===== src/rtl/alu_issue_stage.sv =====
`default_nettype none
// ============================================================================
// Module   : alu_issue_stage
// Purpose  : Issue register in front of the 16-bit ALU. It maps decoded ops to
//            the ALU ctrl code and operands, and uses a 1-entry skid buffer so
//            that in_ready comes straight from a register.
// Revision : 1.0 - initial release
// ============================================================================
module alu_issue_stage #(
    parameter int W      = 16,
    parameter int CTRL_W = 5
) (
    input  logic              clk,
    input  logic              rst,
    input  logic              flush,
    input  logic              in_valid,
    output logic              in_ready,
    input  logic [4:0]        in_op,
    input  logic [W-1:0]      in_rx,
    input  logic [W-1:0]      in_ry,
    input  logic [7:0]        in_imm,
    output logic              out_valid,
    input  logic              out_ready,
    output logic [CTRL_W-1:0] alu_ctrl,
    output logic [W-1:0]      alu_a,
    output logic [W-1:0]      alu_b,
    output logic              illegal,
    output logic [15:0]       issue_cnt
);

    localparam logic [4:0] c_LAST_LEGAL_OP = 5'd18;

    logic [CTRL_W-1:0] w_ctrl;
    logic [W-1:0]      w_a;
    logic [W-1:0]      w_b;
    logic [W-1:0]      w_sx8;
    logic [W-1:0]      w_zx8;
    logic [W-1:0]      w_sh3;
    logic              w_legal;
    logic              w_acc;
    logic              w_acc_legal;
    logic              w_main_free;
    logic              w_out_fire;

    logic              r_out_valid;
    logic [CTRL_W-1:0] r_ctrl;
    logic [W-1:0]      r_a;
    logic [W-1:0]      r_b;
    logic              r_skid_valid;
    logic [CTRL_W-1:0] r_skid_ctrl;
    logic [W-1:0]      r_skid_a;
    logic [W-1:0]      r_skid_b;
    logic              r_illegal;
    logic [15:0]       r_issue_cnt;

    assign w_sx8 = {{(W-8){in_imm[7]}}, in_imm};
    assign w_zx8 = {{(W-8){1'b0}}, in_imm};
    assign w_sh3 = {{(W-3){1'b0}}, in_imm[2:0]};

    // Shift-by-immediate ops pass sh3 unchanged; the ALU treats 0 as a shift of 8.
    always_comb begin
        w_ctrl = '0;
        w_a    = in_rx;
        w_b    = in_ry;
        unique case (in_op)
            5'd0:  begin w_ctrl = CTRL_W'(1);  w_a = '0;    w_b = in_ry; end
            5'd1:  begin w_ctrl = CTRL_W'(2);  end
            5'd2:  begin w_ctrl = CTRL_W'(2);  w_b = w_sx8; end
            5'd3:  begin w_ctrl = CTRL_W'(3);  end
            5'd4:  begin w_ctrl = CTRL_W'(4);  end
            5'd5:  begin w_ctrl = CTRL_W'(5);  end
            5'd6:  begin w_ctrl = CTRL_W'(6);  w_a = in_ry; w_b = '0;    end
            5'd7:  begin w_ctrl = CTRL_W'(7);  end
            5'd8:  begin w_ctrl = CTRL_W'(8);  end
            5'd9:  begin w_ctrl = CTRL_W'(9);  end
            5'd10: begin w_ctrl = CTRL_W'(10); end
            5'd11: begin w_ctrl = CTRL_W'(11); w_a = in_ry; w_b = w_sh3; end
            5'd12: begin w_ctrl = CTRL_W'(12); end
            5'd13: begin w_ctrl = CTRL_W'(13); end
            5'd14: begin w_ctrl = CTRL_W'(14); w_a = in_ry; w_b = w_sh3; end
            5'd15: begin w_ctrl = CTRL_W'(15); w_a = in_ry; w_b = w_sh3; end
            5'd16: begin w_ctrl = CTRL_W'(16); end
            5'd17: begin w_ctrl = CTRL_W'(16); w_b = w_sx8; end
            5'd18: begin w_ctrl = CTRL_W'(1);  w_a = '0;    w_b = w_zx8; end
            default: begin w_ctrl = '0; w_a = '0; w_b = '0; end
        endcase
    end

    assign w_legal     = (in_op <= c_LAST_LEGAL_OP);
    assign w_acc       = in_valid & in_ready & ~flush;
    assign w_acc_legal = w_acc & w_legal;
    assign w_main_free = ~r_out_valid | out_ready;
    assign w_out_fire  = r_out_valid & out_ready;

    always_ff @(posedge clk) begin
        if (rst) begin
            r_out_valid  <= 1'b0;
            r_ctrl       <= '0;
            r_a          <= '0;
            r_b          <= '0;
            r_skid_valid <= 1'b0;
            r_skid_ctrl  <= '0;
            r_skid_a     <= '0;
            r_skid_b     <= '0;
            r_illegal    <= 1'b0;
            r_issue_cnt  <= '0;
        end else begin
            if (w_out_fire)
                r_issue_cnt <= r_issue_cnt + 16'd1;
            if (w_acc & ~w_legal)
                r_illegal <= 1'b1;

            // Flush clears only the valid flags; payload registers keep their contents.
            if (flush) begin
                r_out_valid  <= 1'b0;
                r_skid_valid <= 1'b0;
            end else if (w_main_free) begin
                if (r_skid_valid) begin
                    r_out_valid  <= 1'b1;
                    r_ctrl       <= r_skid_ctrl;
                    r_a          <= r_skid_a;
                    r_b          <= r_skid_b;
                    r_skid_valid <= w_acc_legal;
                    if (w_acc_legal) begin
                        r_skid_ctrl <= w_ctrl;
                        r_skid_a    <= w_a;
                        r_skid_b    <= w_b;
                    end
                end else if (w_acc_legal) begin
                    r_out_valid <= 1'b1;
                    r_ctrl      <= w_ctrl;
                    r_a         <= w_a;
                    r_b         <= w_b;
                end else begin
                    r_out_valid <= 1'b0;
                end
            end else if (w_acc_legal) begin
                r_skid_valid <= 1'b1;
                r_skid_ctrl  <= w_ctrl;
                r_skid_a     <= w_a;
                r_skid_b     <= w_b;
            end
        end
    end

    assign in_ready  = ~r_skid_valid;
    assign out_valid = r_out_valid;
    assign alu_ctrl  = r_ctrl;
    assign alu_a     = r_a;
    assign alu_b     = r_b;
    assign illegal   = r_illegal;
    assign issue_cnt = r_issue_cnt;

endmodule
`default_nettype wire

===== config.mk =====
export PLATFORM = sky130hd
export DESIGN_NAME = alu_issue_stage
export DESIGN_NICKNAME = d
export VERILOG_FILES = /design/src/rtl/alu_issue_stage.sv
export SDC_FILE = /design/constraint.sdc
export NUM_CORES = 1
export LEC_CHECK = 0
export ABC_CLOCK_PERIOD_IN_PS = 2800
export CORE_MARGIN = 5
export CORE_UTILIZATION = 35
export CTS_BUF_LIST = sky130_fd_sc_hd__clkbuf_8 sky130_fd_sc_hd__clkbuf_16
export DETAILED_ROUTE_END_ITERATION = 8
export GPL_TIMING_DRIVEN = 1
export PLACE_DENSITY_LB_ADDON = 0.08
export SYNTH_ARGS = -nofsm -noshare
export SYNTH_HDL_FRONTEND = slang
export SYNTH_SLANG_ARGS = --single-unit
export TNS_END_PERCENT = 1

===== constraint.sdc =====
create_clock -name clk -period 2.8 [get_ports clk]
set_input_delay 0.56 -clock clk [delete_from_list [all_inputs] [get_ports clk]]
set_output_delay 0.56 -clock clk [all_outputs]
set_load 0.05 [all_outputs]

# --- After elaboration in Yosys (flattened, before gate mapping) ---
# Cells that the tools add are included.
totals:
  regBits: 93
  inputBits: 50
  output_inout_bits: 56
classes:
  n_addsub: 1
  n_lt_le_gt_ge: 1
  eq_ne: 19
  n_mux: 23
  n_bitwise: 10
  n_reduce_logical: 14
ops:
  columns: ["operator", "count"]
  rows:
  - ["$mux W16", 10]
  - ["$pmux W5 S16", 1]
  - ["$pmux W16 S4", 1]
  - ["$eq A5 B4 Y1 const B", 8]
  - ["$pmux W16 S2", 1]
  - ["$mux W5", 5]
  - ["$eq A5 B3 Y1 const B", 4]
  - ["$add A16 B1 Y16 const B", 1]
  - ["$eq A5 B5 Y1 const B", 3]
  - ["$reduce_or A13 Y1", 1]
  - ["$reduce_or A12 Y1", 1]
  - ["$eq A5 B2 Y1 const B", 2]
  - ["$reduce_or A2 Y1", 5]
  - ["$and A1 B1 Y1", 5]
  - ["$eq A5 B1 Y1 const B", 1]
  - ["$le A5 B5 Y1 const B", 1]
  - ["$logic_not A5 Y1", 1]
  - ["$mux W1", 5]
  - ["$not A1 Y1", 4]
  - ["$reduce_bool A2 Y1", 2]
  - ["$reduce_or A4 Y1", 1]
  - ["$reduce_and A3 Y1", 1]
  - ["$reduce_or A3 Y1", 1]
  - ["$ne A2 B1 Y1 const B", 1]
  - ["other kinds (2)", 2]

# --- Longest topological paths before layout ---
logic_depth:
  depth_word: 7
  mapped_depth: 9

# --- Worst setup path after synthesis ---
# Ideal clock, no wire load.
synth_path:
  path_kind: "input-to-reg"
  start: "input port in_op[3]"
  end: "register r_b[12], in the netlist alu_b[12]"
  setup_ns: 0.073
  t_arrival_ns: 2.101
  required_time_ns: 2.727
  setup_slack_ns: 0.626
  stages: 9
  cell_sequence: "buf_6 > a211oi_4 > o21ai_2 > a211o_1 > clkbuf_1 > or3_1 > buf_2 > buf_6 > o211ai_2"
synth_between:
  elab_chain_cells: 5
  word_cells_on_any_way: 28
  classes_between: "order compare: 1; eq/ne: 17; mux: 3; bitwise: 1; reduce/logical: 6"
synth_rtl:
  columns: ["item", "line_no", "rtl"]
  rows:
  - ["start: declaration", "18", "input logic [4:0] in_op,"]
  - ["$eq A5 B5 Y1 (tied with other cells)", "65", "unique case (in_op)"]
  - ["$reduce_or A12 Y1 (no source line) (tied with other cells)", null, null]
  - ["$pmux W16 S4", "65", null]
  - ["$mux W16", "129", "end else if (w_acc_legal) begin"]
  - ["$mux W16", "118", "if (r_skid_valid) begin"]
  - ["end signal: assignment", "122", "r_b <= r_skid_b;"]
  - ["end signal: assignment", "133", "r_b <= w_b;"]
  - ["end: declaration", "48", "logic [W-1:0] r_b;"]
# Parallel ways exist; a longest one is shown, timed or not. The select of a mux whose other input is x is not followed.
# A chain may end at the register's enable or synchronous reset.

# --- Worst setup path after layout ---
layout_path:
  start: "input port in_op[1]"
  end: "register r_a[1], in the netlist alu_a[1]"
layout_between:
  elab_chain_cells: 5
  word_cells_on_any_way: 26
  classes_between: "order compare: 1; eq/ne: 17; mux: 3; bitwise: 1; reduce/logical: 4"
layout_rtl:
  columns: ["item", "line_no", "rtl"]
  rows:
  - ["$eq A5 B5 Y1 (tied with other cells)", "65", null]
  - ["$reduce_or A13 Y1 (no source line) or $reduce_or A4 Y1 (tied branches)", null, null]
  - ["$pmux W16 S2", "65", null]
  - ["$mux W16", "129", null]
  - ["$mux W16", "118", null]
  - ["end signal: assignment", "121", "r_a <= r_skid_a;"]
  - ["end signal: assignment", "132", "r_a <= w_a;"]
  - ["end: declaration", "47", "logic [W-1:0] r_a;"]
# Parallel ways exist; a longest one is shown, timed or not. The select of a mux whose other input is x is not followed.

==> out/summary.json <==
{
  "run_status": {
    "status": "completed"
  },
  "layout": {
    "finish.net_count": 638,
    "area_delta_synth_final_pct": 36.3,
    "final_cell_mix": "103 x clkdlybuf4s50_1, 93 x dfxtp_1, 83 x nor2_1",
    "drive_above_1_share": 0.110,
    "area.sequential_sq_mm": 0.00186,
    "area_taken_by_multi_input_logic_gates_sq_mm": 0.00234,
    "layout.filler_cells": 1243,
    "layout.cell_area.non_filler_sq_mm": 0.00605,
    "commonest_non_fill_non_tap_cell_in_the_layout": "clkdlybuf4s50_1",
    "n_antenna_cell": 0
  },
  "synthesis": {
    "area_of_the_mapped_netlist_sq_mm": 0.00444,
    "yosys_register_bits": 93,
    "synth-seq-area-share": 0.419,
    "synth-edff-count": 0,
    "postSynthAreaPerCell_sq_um": 8.97,
    "async_flop_share": 0,
    "synth-warning-count": 0,
    "netlist-cell-type-count": 52,
    "synth.net_count": 546,
    "synthFlopType": "dfxtp_1",
    "synthesized_instance_count": 495
  },
  "cts": {
    "numCtsBuffers": 9,
    "number_of_buffers_inserted_for_hold_repair_after_clock_tree_synthesis": 0,
    "post_cts.repair.setup_buffers": 0,
    "ctsHtreeMaxLevel": 3,
    "tritoncts": "done",
    "clock_tree.buffer_depth": 2,
    "clk_transition_reported_paths_ns": 0.06,
    "count_of_clock_tree_sinks": 93,
    "ctsResizeCount": 0,
    "cts_root_buffer": "clkbuf_16",
    "insertion_delay_ns": 0.34
  },
  "route": {
    "routed_wirelength_mm": 13.1,
    "vias_per_cell": 5.43,
    "first_pass_iters": 4,
    "num_vias": 4152,
    "post_drt_antenna_nets": 0,
    "drt-initial-drc-count": 289,
    "drc_violation_count_after_routing": 0,
    "wl_per_cell_microns": 17.2
  },
  "timing": {
    "worst_clock_skew_ns": 0.00595,
    "setup_slack_ns": 0.372,
    "slew-limit-headroom": 0.605,
    "rsz0062_at_grt": "false",
    "clock_period_minus_final_worst_setup_slack_ns": 2.43,
    "setup_viol": 0,
    "timing.fmax_mhz": 412,
    "timing.final.crit_share": 0.867,
    "finalSetupTns_ns": 0,
    "hold_slack_ns": 0.471,
    "worst_slew_pin_slew_ns": 0.592,
    "hold_violations": 0,
    "slew_viol_final": 0
  },
  "die": {
    "design.die.area_sq_mm": 0.0150,
    "row_count": 41,
    "boundaryPins": 106,
    "floorplan.initialDensity": 0.355,
    "die_width_microns": 123,
    "core_sq_mm": 0.0125,
    "die_y_microns": 123
  },
  "placed_design": {
    "hpwl_mm": 9.19,
    "placement.setup.worst_slack_ns": 0.0234,
    "routabilityCongestion": 0.835,
    "port_buffers": 105,
    "post_dp_cell_area_sq_mm": 0.00575
  },
  "setup_path": {
    "cell_with_the_largest_stage_delay_on_the_worst_path": "or4b_1",
    "critical_path.cell_chain": "clkdlybuf4s50_1 > buf_4 > or4b_1 > o21ai_1 > a21o_2 > buf_12 > a221oi_1 > o41ai_1",
    "critical_path_maximum_fanout": 18,
    "worst-setup-path-type": "input pin to register",
    "cp_num_buf_inv": 3,
    "arrival_ns": 2.65,
    "critical_path_max_stage_delay_ns": 0.54,
    "cp_data_required_time_ns": 3.03,
    "crit_family": "buffers and inverters",
    "timing.reg2reg.setup_slack_ns": 0.76,
    "critical_path.startpoint_type": "input pin",
    "cp-end-kind": "register"
  },
  "global_route": {
    "largest_net_degree_at_the_start_of_global_routing": 64,
    "grt_first_pass_wirelength_mm": 20.9,
    "gr-usage-all-layers": 0.178,
    "first_global_vias": 3909,
    "grt_antenna_before_repair": 0,
    "globalRouteOverflowTotal": 0
  },
  "pwr": {
    "vdd_drop_max_v": 0.000265,
    "powerDensity_mw_per_mm2": 513,
    "static-leakage-power_nw": 2.06
  },
  "worst_hold_path": {
    "min_path_type": "register to register"
  },
  "flow_run": {
    "max-cap-violations": 0
  }
}
-- cell type report --
type / instances / share of cell area
clock buffer: 9 / 0.0372
clock inverter: 7 / 0.0136
inverter: 7 / 0.00434
multi-input combinational: 345 / 0.386
sequential: 93 / 0.308
tap: 172 / 0.0355
timing repair buffer: 131 / 0.215
-- report_power, final --
group / total (W) / internal [W] / leakage, nW / switching (W)
Clock: 0.00129 / 0.000772 / 0.162 / 0.000522
Combinational: 0.000452 / 0.000191 / 1.15 / 0.000261
Sequential: 0.00136 / 0.00135 / 0.751 / 0.0000142
-- cell families after synthesis --
logic type	after synthesis	synth area share
simple gates	180	0.215
compound gates	144	0.265
flops	93	0.419
buf+inv	57	0.0566
xor+xnor	15	0.0296
mux	5	0.0115
fa+ha+maj	1	0.00282
-- state kept, by name, indices dropped and copies added, names as in the netlist --
register and count:
illegal 1, issue_cnt 16, r_skid_valid 1, alu_b 16, r_skid_a 16, r_skid_ctrl 5
out_valid 1, r_skid_b 16, alu_a 16, alu_ctrl 5
-- metal layers --
layer / part of all wire / track usage / vias up
li1: - / - / 2035
met1: 0.48 / 0.252 / 1968
met3: 0.053 / 0.0387 / 18
met4: 0.016 / 0.0616 / 0
met5: 0 / 0 / -
met2: 0.45 / 0.266 / 131
-- metrics by stage --
| stage | util | instances | total power [W] |
|---|---|---|---|
| after floorplan | - | 495 | 0.00164 |
| after global placement | 0.459 | 748 | 0.00184 |
| after detailed placement | 0.459 | 748 | 0.00184 |
| after CTS | 0.484 | 764 | 0.00314 |
| after global routing | 0.484 | 764 | 0.00323 |
| final | 0.484 | 764 | 0.00310 |
-- synthesized netlist by cell type (2+ instances only) --
| cell | number | area (sq um) |
|---|---|---|
| a211oi_1 | 36 | 270 |
| a21oi_1 | 15 | 75.1 |
| a221oi_1 | 16 | 140 |
| a22oi_1 | 23 | 173 |
| a31oi_1 | 3 | 18.8 |
| and3_1 | 3 | 18.8 |
| buf_2 | 6 | 30.0 |
| buf_6 | 4 | 45.0 |
| clkbuf_1 | 40 | 150 |
| dfxtp_1 | 93 | 1860 |
| inv_1 | 7 | 26.3 |
| mux2i_1 | 4 | 40.0 |
| nand2_1 | 12 | 45.0 |
| nand2b_1 | 4 | 25.0 |
| nand3_1 | 7 | 35.0 |
| nand3b_1 | 32 | 240 |
| nand4_1 | 3 | 18.8 |
| nand4b_1 | 15 | 131 |
| nor2_1 | 83 | 312 |
| nor2b_1 | 3 | 18.8 |
| nor3_1 | 8 | 40.0 |
| nor4_1 | 2 | 12.5 |
| o211ai_1 | 5 | 37.5 |
| o211ai_2 | 10 | 125 |
| o21ai_0 | 5 | 25.0 |
| o41ai_1 | 11 | 96.3 |
| o41ai_2 | 5 | 81.3 |
| or2_2 | 2 | 12.5 |
| or3_1 | 2 | 12.5 |
| xnor2_1 | 5 | 43.8 |
| xor2_1 | 10 | 87.6 |
-- worst register-to-register path, stage by stage, from the launching register on --
cell and delay, ns:
dfxtp_1 0.70, inv_1 0.14, a211o_1 0.36, buf_4 0.29, o41ai_1 0.43
-- path summary, 6_finish.rpt --
path,depth (start not counted),to,startpoint
hold / removal,2,illegal,illegal
setup reg to reg,4,alu_a[0],r_skid_valid
setup / recovery,8,alu_a[1],in_op[1]
hold reg to reg,2,illegal,illegal
No activity file was read; power rests on OpenSTA's default activity.
